### config.mk
export PLATFORM = sky130hd
export DESIGN_NAME = monitor_mux_sequencer_flat
export DESIGN_NICKNAME = d
export VERILOG_FILES = /design/src/rtl/monitor_mux_sequencer_if.sv /design/src/rtl/monitor_mux_sequencer.sv /design/src/flat_wrapper.sv
export SDC_FILE = /design/constraint.sdc
export NUM_CORES = 1
export LEC_CHECK = 0
export ABC_AREA = 1
export ABC_CLOCK_PERIOD_IN_PS = 2800
export CAP_MARGIN = 20
export CORE_ASPECT_RATIO = 2
export CORE_MARGIN = 3
export CORE_UTILIZATION = 52
export DETAILED_ROUTE_END_ITERATION = 16
export PLACE_DENSITY = 0.77
export SYNTH_ARGS = -nofsm -noshare
export SYNTH_HDL_FRONTEND = slang
export SYNTH_SLANG_ARGS = --single-unit
### constraint.sdc
create_clock -name Clk -period 2.8 [get_ports Clk]
set_clock_uncertainty 0.05 [all_clocks]
set_input_delay 0.56 -clock Clk [delete_from_list [all_inputs] [get_ports Clk]]
set_output_delay 0.56 -clock Clk [all_outputs]
set_load 0.02 [all_outputs]
### src/rtl/monitor_mux_sequencer_if.sv
// Control, mux-select and ADC handshake bundle for the monitor mux sequencer.
interface monitor_mux_sequencer_if #(
  parameter int N_CH     = 40,
  parameter int SETTLE_W = 8,
  parameter int ADC_W    = 12
);
  localparam int CW = $clog2(N_CH);

  logic                Start;
  logic                Abort;
  logic                ScanEn;
  logic                Continuous;
  logic [CW-1:0]       ChLo;
  logic [CW-1:0]       ChHi;
  logic [SETTLE_W-1:0] SettleCycles;
  logic                AdcDone;
  logic [ADC_W-1:0]    AdcData;
  logic [N_CH-1:0]     Select;
  logic                AdcStart;
  logic [ADC_W-1:0]    DataOut;
  logic [CW-1:0]       ChOut;
  logic                DataValid;
  logic                Busy;
  logic                Timeout;
  logic                CfgErr;

  modport master (
    output Start, Abort, ScanEn, Continuous,
    output ChLo, ChHi, SettleCycles,
    output AdcDone, AdcData,
    input  Select, AdcStart, DataOut, ChOut,
    input  DataValid, Busy, Timeout, CfgErr
  );

  modport slave (
    input  Start, Abort, ScanEn, Continuous,
    input  ChLo, ChHi, SettleCycles,
    input  AdcDone, AdcData,
    output Select, AdcStart, DataOut, ChOut,
    output DataValid, Busy, Timeout, CfgErr
  );
endinterface

### src/rtl/monitor_mux_sequencer.sv
// Steps an analog mux over a channel range, settles, triggers the ADC
// and tags each result with its channel.
module monitor_mux_sequencer #(
  parameter int N_CH     = 40,
  parameter int SETTLE_W = 8,
  parameter int ADC_W    = 12,
  parameter int TMO_W    = 10
) (
  input logic                    Clk,
  input logic                    Reset,
  monitor_mux_sequencer_if.slave bus
);
  localparam int CW = $clog2(N_CH);
  localparam logic [CW:0] NCH = (CW+1)'(N_CH);
  // Last count value before the limit; the exit edge lands on the limit.
  localparam logic [TMO_W-1:0] TMO_LAST =
    {{(TMO_W-1){1'b1}}, 1'b0};

  typedef enum logic [1:0] {
    IDLE,
    SETTLE,
    CONVERT,
    BREAK
  } state_t;

  state_t              state;
  logic [CW-1:0]       lo;
  logic [CW-1:0]       hi;
  logic [CW-1:0]       ch;
  logic [CW-1:0]       chout;
  logic [CW-1:0]       nxt;
  logic                scan;
  logic                cont;
  logic [SETTLE_W-1:0] settle;
  logic [SETTLE_W-1:0] cnt;
  logic [TMO_W-1:0]    tmo;
  logic [N_CH-1:0]     select;
  logic [ADC_W-1:0]    dataout;
  logic                adcstart;
  logic                datavalid;
  logic                busy;
  logic                timeout;
  logic                cfgerr;
  logic                cfg_bad;
  logic                done_ok;
  logic                tmo_hit;
  logic                last;

  function automatic logic [N_CH-1:0] onehot(
    input logic [CW-1:0] c
  );
    return {{(N_CH-1){1'b0}}, 1'b1} << c;
  endfunction

  always_comb begin
    cfg_bad = ({1'b0, bus.ChLo} >= NCH) ||
              (bus.ScanEn &&
               (({1'b0, bus.ChHi} >= NCH) ||
                (bus.ChHi < bus.ChLo)));
    // AdcStart is high exactly on the first CONVERT cycle.
    done_ok = bus.AdcDone && !adcstart;
    tmo_hit = (tmo == TMO_LAST);
    last    = !scan || ((ch == hi) && !cont);
    nxt     = (ch == hi) ? lo : ch + CW'(1);
  end

  always_ff @(posedge Clk) begin
    if (Reset) begin
      state     <= IDLE;
      lo        <= '0;
      hi        <= '0;
      ch        <= '0;
      chout     <= '0;
      scan      <= 1'b0;
      cont      <= 1'b0;
      settle    <= '0;
      cnt       <= '0;
      tmo       <= '0;
      select    <= '0;
      dataout   <= '0;
      adcstart  <= 1'b0;
      datavalid <= 1'b0;
      busy      <= 1'b0;
      timeout   <= 1'b0;
      cfgerr    <= 1'b0;
    end else begin
      adcstart  <= 1'b0;
      datavalid <= 1'b0;
      timeout   <= 1'b0;
      cfgerr    <= 1'b0;
      if (bus.Abort) begin
        state  <= IDLE;
        select <= '0;
        busy   <= 1'b0;
      end else begin
        unique case (state)
          IDLE: begin
            if (bus.Start) begin
              if (cfg_bad) begin
                cfgerr <= 1'b1;
              end else begin
                lo     <= bus.ChLo;
                hi     <= bus.ChHi;
                scan   <= bus.ScanEn;
                cont   <= bus.Continuous;
                settle <= bus.SettleCycles;
                ch     <= bus.ChLo;
                cnt    <= bus.SettleCycles;
                select <= onehot(bus.ChLo);
                busy   <= 1'b1;
                state  <= SETTLE;
              end
            end
          end
          SETTLE: begin
            if (cnt == '0) begin
              state    <= CONVERT;
              adcstart <= 1'b1;
              tmo      <= '0;
            end else begin
              cnt <= cnt - SETTLE_W'(1);
            end
          end
          CONVERT: begin
            if (done_ok || tmo_hit) begin
              if (done_ok) begin
                datavalid <= 1'b1;
                dataout   <= bus.AdcData;
                chout     <= ch;
              end else begin
                timeout <= 1'b1;
              end
              select <= '0;
              if (last) begin
                busy  <= 1'b0;
                state <= IDLE;
              end else begin
                state <= BREAK;
              end
            end else begin
              tmo <= tmo + TMO_W'(1);
            end
          end
          BREAK: begin
            ch     <= nxt;
            cnt    <= settle;
            select <= onehot(nxt);
            state  <= SETTLE;
          end
        endcase
      end
    end
  end

  assign bus.Select    = select;
  assign bus.AdcStart  = adcstart;
  assign bus.DataOut   = dataout;
  assign bus.ChOut     = chout;
  assign bus.DataValid = datavalid;
  assign bus.Busy      = busy;
  assign bus.Timeout   = timeout;
  assign bus.CfgErr    = cfgerr;
endmodule

### src/flat_wrapper.sv
// flat-port wrapper written by rule: the top's interface ports become plain ports
module monitor_mux_sequencer_flat 
#(
  parameter int N_CH     = 40,
  parameter int SETTLE_W = 8,
  parameter int ADC_W    = 12,
  parameter int TMO_W    = 10
)
  (Clk, Reset, bus_Start, bus_Abort, bus_ScanEn, bus_Continuous, bus_ChLo, bus_ChHi, bus_SettleCycles, bus_AdcDone, bus_AdcData, bus_Select, bus_AdcStart, bus_DataOut, bus_ChOut, bus_DataValid, bus_Busy, bus_Timeout, bus_CfgErr);
  monitor_mux_sequencer_if #(.N_CH(N_CH), .SETTLE_W(SETTLE_W), .ADC_W(ADC_W)) bus_i ();
  input logic Clk;
  input logic Reset;
  input wire logic [$bits(bus_i.Start)-1:0] bus_Start;
  input wire logic [$bits(bus_i.Abort)-1:0] bus_Abort;
  input wire logic [$bits(bus_i.ScanEn)-1:0] bus_ScanEn;
  input wire logic [$bits(bus_i.Continuous)-1:0] bus_Continuous;
  input wire logic [$bits(bus_i.ChLo)-1:0] bus_ChLo;
  input wire logic [$bits(bus_i.ChHi)-1:0] bus_ChHi;
  input wire logic [$bits(bus_i.SettleCycles)-1:0] bus_SettleCycles;
  input wire logic [$bits(bus_i.AdcDone)-1:0] bus_AdcDone;
  input wire logic [$bits(bus_i.AdcData)-1:0] bus_AdcData;
  output wire logic [$bits(bus_i.Select)-1:0] bus_Select;
  output wire logic [$bits(bus_i.AdcStart)-1:0] bus_AdcStart;
  output wire logic [$bits(bus_i.DataOut)-1:0] bus_DataOut;
  output wire logic [$bits(bus_i.ChOut)-1:0] bus_ChOut;
  output wire logic [$bits(bus_i.DataValid)-1:0] bus_DataValid;
  output wire logic [$bits(bus_i.Busy)-1:0] bus_Busy;
  output wire logic [$bits(bus_i.Timeout)-1:0] bus_Timeout;
  output wire logic [$bits(bus_i.CfgErr)-1:0] bus_CfgErr;
  assign bus_i.Start = bus_Start;
  assign bus_i.Abort = bus_Abort;
  assign bus_i.ScanEn = bus_ScanEn;
  assign bus_i.Continuous = bus_Continuous;
  assign bus_i.ChLo = bus_ChLo;
  assign bus_i.ChHi = bus_ChHi;
  assign bus_i.SettleCycles = bus_SettleCycles;
  assign bus_i.AdcDone = bus_AdcDone;
  assign bus_i.AdcData = bus_AdcData;
  assign bus_Select = bus_i.Select;
  assign bus_AdcStart = bus_i.AdcStart;
  assign bus_DataOut = bus_i.DataOut;
  assign bus_ChOut = bus_i.ChOut;
  assign bus_DataValid = bus_i.DataValid;
  assign bus_Busy = bus_i.Busy;
  assign bus_Timeout = bus_i.Timeout;
  assign bus_CfgErr = bus_i.CfgErr;
  monitor_mux_sequencer #(.N_CH(N_CH), .SETTLE_W(SETTLE_W), .ADC_W(ADC_W), .TMO_W(TMO_W)) u_core (.Clk(Clk), .Reset(Reset), .bus(bus_i));
endmodule
==> metrics.cfg <==
[detailed_routing]
num_vias=5498
ant_nets=0
dr.pass1.iters=5
drt-total-wl_microns=15000
vias_per_cell=5.43
wire_per_inst_microns=14.8
drc_errors=0
drtIter0Drc=328

[hold_path]
hold_class=register to register

[critical_path]
cp_cell_sequence=clkdlybuf4s50_1 > inv_1 > ha_1 > nand2_1 > nor2_1 > nand2_1 > nand2_1 > nand2_1 > nand2_1 > nand2_1 > nand2_1 > nand3_2 > buf_4 > nor2_4 > nand3_1 > a21oi_1
critPathMaxFanout=8
cp.required_ns=3.02
cp.arrival_ns=2.76
worst_path_most_repeated_cell=nand2_1
crit_family=simple AND/OR/NAND/NOR gates
start_kind=primary input
criticalPathCategory=primary input to register
cpPeakStageDelay_ns=0.54
end_kind=register
crit_path_top_delay_cell=clkdlybuf4s50_1
critical_path_buf_inv_count=3

[sta]
tightest_slew_ns=0.599
fmax_mhz=393
fin_setup_tns_ns=0
period_needed_ns=2.55
rsz0062_at_grt=false
setup_viol=0
slew_headroom_pct=59.9
hold_violations=0
fin_crit_sh_pct=91.0
drv_slew=0
hold_ws_ns=0.400

[global_routing]
grt_max_degree=54
antenna_found_initial=0
grt_pass1_vias=5354
grt.total_usage_pct=25.8
grt_pass1_wl_microns=24400
overflow=0

[place]
port-buffer-count=101
place.gp.congestion=0.956
post-dp-hpwl_microns=11600

[synth]
synth_area_leaders=dfxtp_1 (41%), nand2_1 (10%), a21oi_1 (8.9%)
yosysTopAreaCell=dfxtp_1
netlist_area_sq_mm=0.00545
synth_cell_types=41
synth_adder_area_share_pct=3.21
synthMostInstantiatedCell=nand2_1
syn_nets=812
synth_top_area_share_pct=40.8
yosysWarnings=0
avgSynthCellArea_sq_um=7.18
synth_common_cells=nand2_1 (148), dfxtp_1 (111), a21oi_1 (97), nor2_1 (72), inv_1 (71)
async_flop_share_pct=0
synth_xor_xnor_area_share_pct=0.964
synth_simple_gate_area_share_pct=29.6
ys_seq_area_share_pct=40.8
syn-instance-count=759
synth_top_family_by_area=simple AND/OR/NAND/NOR gates
muxShareOfSynthArea_pct=0
synth-edff-count=0
synth_compound_area_share_pct=16.7
synth_flop_cell=dfxtp_1
ys_ff_latch=111

[clocking]
htree_levels=3
cts_buffers=9
cts_buffer_depth=2
clk_pin_slew_ns=0.07
cts-root-buf=clkbuf_16
clock-sinks=111
post_cts_buffers=0
tritoncts=done
worstSkewPairLatency_ns=0.35

[cells_and_area]
drive_gt1_share_pct=10.5
n_antenna_cell=0
area_delta_synth_final_pct=29.2
final_core_util_pct=69.4
fin_nets=925
fillers=877

[power]
ir_worst_vdd_mv=0.379
power_mw=3.51
power.density_mw_per_mm2=498
leakagePower_nw=2.75

[floorplanning]
die_area_sq_mm=0.0118
die_w_microns=78.4
rows=52
start_util_pct=53.7
core_sq_mm=0.0101
pin_count=102
die_height_microns=151

[flow_run]
cap_violations=0

[outcome]
status=complete, no violations

-- logic make-up (layout without fill, tap and decap cells) --
family	count (synthesis)	count (layout)
and+or+nand+nor	341	341
AOI/OAI and AO/OA	174	174
buffers and inverters	113	231
DFF	111	111
adders and majority gates	14	14
xor gates and xnor gates	6	6
-- path summary, 6_finish.rpt --
kind / depth (start not counted) / slack (ns) / startpoint / end
worst max-delay path: 16 / 0.25 / bus_ChLo[2] / u_core.bus.Select[5]$_SDFFE_PP0P_
worst min-delay path: 2 / 0.40 / u_core.settle[7]$_SDFFE_PP0P_ / u_core.settle[7]$_SDFFE_PP0P_
worst max register to register: 9 / 0.46 / u_core.state[1]$_SDFFE_PP0P_ / u_core.bus.Select[17]$_SDFFE_PP0P_
worst min register to register: 2 / 0.40 / u_core.settle[7]$_SDFFE_PP0P_ / u_core.settle[7]$_SDFFE_PP0P_
-- through the flow --
stage               cell area [sq um]  instances  setup WS, ns
detailed placement               6720        996        -0.121
global placement                 6720        996       -0.0850
global route                     7040       1012        0.0210
CTS                              7030       1012         0.222
floorplan                        5450        759         0.580
finish                           7040       1012         0.253
-- area by class of cell --
| class | instances | area (sq um) | share of cell area, % |
|---|---|---|---|
| Multi-Input combinational cell | 535 | 2770 | 39.3 |
| Tap cell | 135 | 169 | 2.40 |
| Clock buffer | 12 | 256 | 3.64 |
| Clock inverter | 4 | 53.8 | 0.764 |
| Timing Repair Buffer | 133 | 1260 | 17.9 |
| Inverter | 82 | 313 | 4.44 |
| Sequential cell | 111 | 2220 | 31.5 |
-- power breakdown --
group          internal, mW  switching, mW
clock                 0.745          0.578
combinational         0.211          0.330
sequential             1.62         0.0299
-- worst reg2reg max path: stages, from the launching register on --
cell,delay [ns]
dfxtp_1,0.39
ha_1,0.42
clkinv_1,0.40
nand2_1,0.24
nand2_4,0.18
nor2_8,0.28
nand3_1,0.11
nand2_1,0.08
nand2_1,0.05
nor2_1,0.09
-- timing repair --
item	4_1_cts	5_1_grt
hold endpoints to repair	0	0
gates resized for setup	0	3
hold buffers	0	0
endpoints found under the setup margin	0	6
-- metal layers --
layer  part of all wire (%)  global-route usage, %  vias up
met5                      0                      0        -
met4                    3.8                   12.1        0
met3                    5.3                   4.82       42
met2                     54                   49.2      222
met1                     37                   26.5     2512
li1                       -                      -     2722
-- state kept, by name, indices dropped and copies added (netlist names), 2 cells and up --
signal,flops
u_core.tmo,10
u_core.ch,6
u_core.bus.Select,40
u_core.state,2
u_core.bus.DataOut,12
u_core.settle,8
u_core.lo,6
u_core.cnt,8
u_core.bus.ChOut,6
u_core.hi,6
-- cell usage in the layout (no fill, tap or decap), drive strengths merged --
master,count
o21a,1
o211ai,1
nand3,74
a21o,1
nor4,5
xnor2,2
nor2,85
nand3b,1
nand4,3
buf,32
a21oi,97
clkdlybuf4s50,101
ha,14
o22ai,2
xor2,4
clkinv,3
clkinvlp,2
a211oi,2
clkbuf,12
a31oi,1
nor3b,2
a221oi,1
bufinv,1
inv,80
nand2,157
or2,5
a22oi,4
dfxtp,111
nor3,9
o21ai,64
Power figures use the tool's default switching activity.
==> variant, RTL diff (same settings) <==
`SETTLE_W` is set to 8 in 3 places; all go to 7.
--- a/src/rtl/monitor_mux_sequencer_if.sv
+++ b/src/rtl/monitor_mux_sequencer_if.sv
@@ -2,5 +2,5 @@
 interface monitor_mux_sequencer_if #(
   parameter int N_CH     = 40,
-  parameter int SETTLE_W = 8,
+  parameter int SETTLE_W = 7,
   parameter int ADC_W    = 12
 );
--- a/src/rtl/monitor_mux_sequencer.sv
+++ b/src/rtl/monitor_mux_sequencer.sv
@@ -3,5 +3,5 @@
 module monitor_mux_sequencer #(
   parameter int N_CH     = 40,
-  parameter int SETTLE_W = 8,
+  parameter int SETTLE_W = 7,
   parameter int ADC_W    = 12,
   parameter int TMO_W    = 10
--- a/src/flat_wrapper.sv
+++ b/src/flat_wrapper.sv
@@ -3,5 +3,5 @@
 #(
   parameter int N_CH     = 40,
-  parameter int SETTLE_W = 8,
+  parameter int SETTLE_W = 7,
   parameter int ADC_W    = 12,
   parameter int TMO_W    = 10
Ports: changed (resized bus_SettleCycles); port bits go from 102 to 101. No check against the original RTL was run, so the function may have changed too.
==> variant against the unedited design <==
Sequential power decreased by 2%. Worst setup slack improved by 0.038 ns. Area after synthesis decreased by 1.1%. Final area decreased by 2.5%. Total power decreased by 3.8%. Sequential cell count decreased by 2. Non-clock buffer count decreased by 6. Sequential share of layout area increased by 0.22 points. Global-route usage decreased by 0.21 points. Wire length decreased by 3.5%. Die area decreased by 0.99%.
==> variant: results (changes against the unedited design) <==
- Unique masters post-synth: 43 (was 41)
- Avg Vias per Cell: 5.359 (was 5.433)
- Largest cells by area after synthesis: dfxtp_1, nand2_1, a21oi_1 (unchanged)
- Critical Path Fanout Max: 37 (was 8)
- Total Routed Length: 14,470 um (was 14,990 um)
- Sequential element share of the synthesized area: 40.46% (was 40.77%)
- GR Util All Layers: 25.56% (was 25.77%)
- Status: completed (unchanged)
- Mapped Nets: 787 (was 812)
- Largest net degree at the start of global routing: 43 (was 54)
- GP Congestion: 0.9508 (was 0.9564)
- Initial DRC Count: 281 (was 328)
- Synth cell count leaders: nand2_1, dfxtp_1, a21oi_1 (unchanged)
- Compound-cell area share of the yosys netlist: 16.64% (was 16.74%)
- Global-route wire length before repair: 23,790 um (was 24,390 um)
- Worst EP arrival: 2.74 ns (was 2.76 ns)
- Hpwl dp: 11,290 um (was 11,610 um)
- Vias in the first global route: 5,139 (was 5,354)
- Leak pwr: 2.681 nW (was 2.748 nW)
- Fraction of layout cells with a size suffix above 1: 10.84% (was 10.49%)
- Area share of fa/ha/maj cells after synthesis: 3.248% (was 3.214%)
- I/O Buffers: 100 (was 101)
- XOR/XNOR Fraction of Synth Area: 0.8121% (was 0.9642%)
- Max Buffers Root-to-Sink: 2 (unchanged)
- Number of fillers in the final layout: 904 (was 877)
## variant: metrics by stage
stage               total power, mW  cell area, um^2  instances  worst slack [ns]
floorplan                     1.993             5393        735            0.6016
finish                        3.377             6870        984            0.2915
global placement              2.152             6583        968          -0.01214
detailed placement            2.168             6583        968          -0.07196
CTS                           3.394             6870        984            0.2882
global route                  3.520             6870        984           0.03379
## variant: area by class of cell
class	count	area (um^2)	share of cell area, %
well taps	135	168.9	2.459
clock buffers	12	256.5	3.733
flip-flops and latches	109	2182	31.76
multi-input cells	520	2696	39.25
repair buffers	127	1241	18.07
inverters	77	294.0	4.280
clock inverters	4	31.28	0.4553
## variant: power by group
group          internal, mW  switching, mW
sequential             1.58         0.0269
combinational         0.203          0.324
clock                 0.658          0.581
## variant: per-layer routing
layer / vias up / track usage, % / wire [um]
met5: - / 0 / 0
met4: 0 / 15.67 / 707
met3: 46 / 4.277 / 605
met2: 175 / 48.24 / 8078
met1: 2420 / 25.34 / 5076
li1: 2632 / - / -
## variant: worst max-delay path, delay by kind of cell
family	cells	cell delay [ns]
buffers and inverters	3	0.90
adder cells (fa/ha/maj)	1	0.29
AO/OA/AOI/OAI	2	0.35
AND/OR/NAND/NOR	8	0.63
## variant: path summary, 6_finish.rpt
kind | slack [ns] | startpoint | depth (start not counted) | to
max | 0.29 | bus_ChLo[5] | 14 | u_core.bus.Select[33]$_SDFFE_PP0P_
max reg2reg | 0.43 | u_core.state[0]$_SDFFE_PP0P_ | 13 | u_core.tmo[6]$_SDFFE_PP0P_
min reg2reg | 0.39 | u_core.lo[3]$_SDFFE_PP0P_ | 2 | u_core.lo[3]$_SDFFE_PP0P_
min | 0.39 | u_core.lo[3]$_SDFFE_PP0P_ | 2 | u_core.lo[3]$_SDFFE_PP0P_
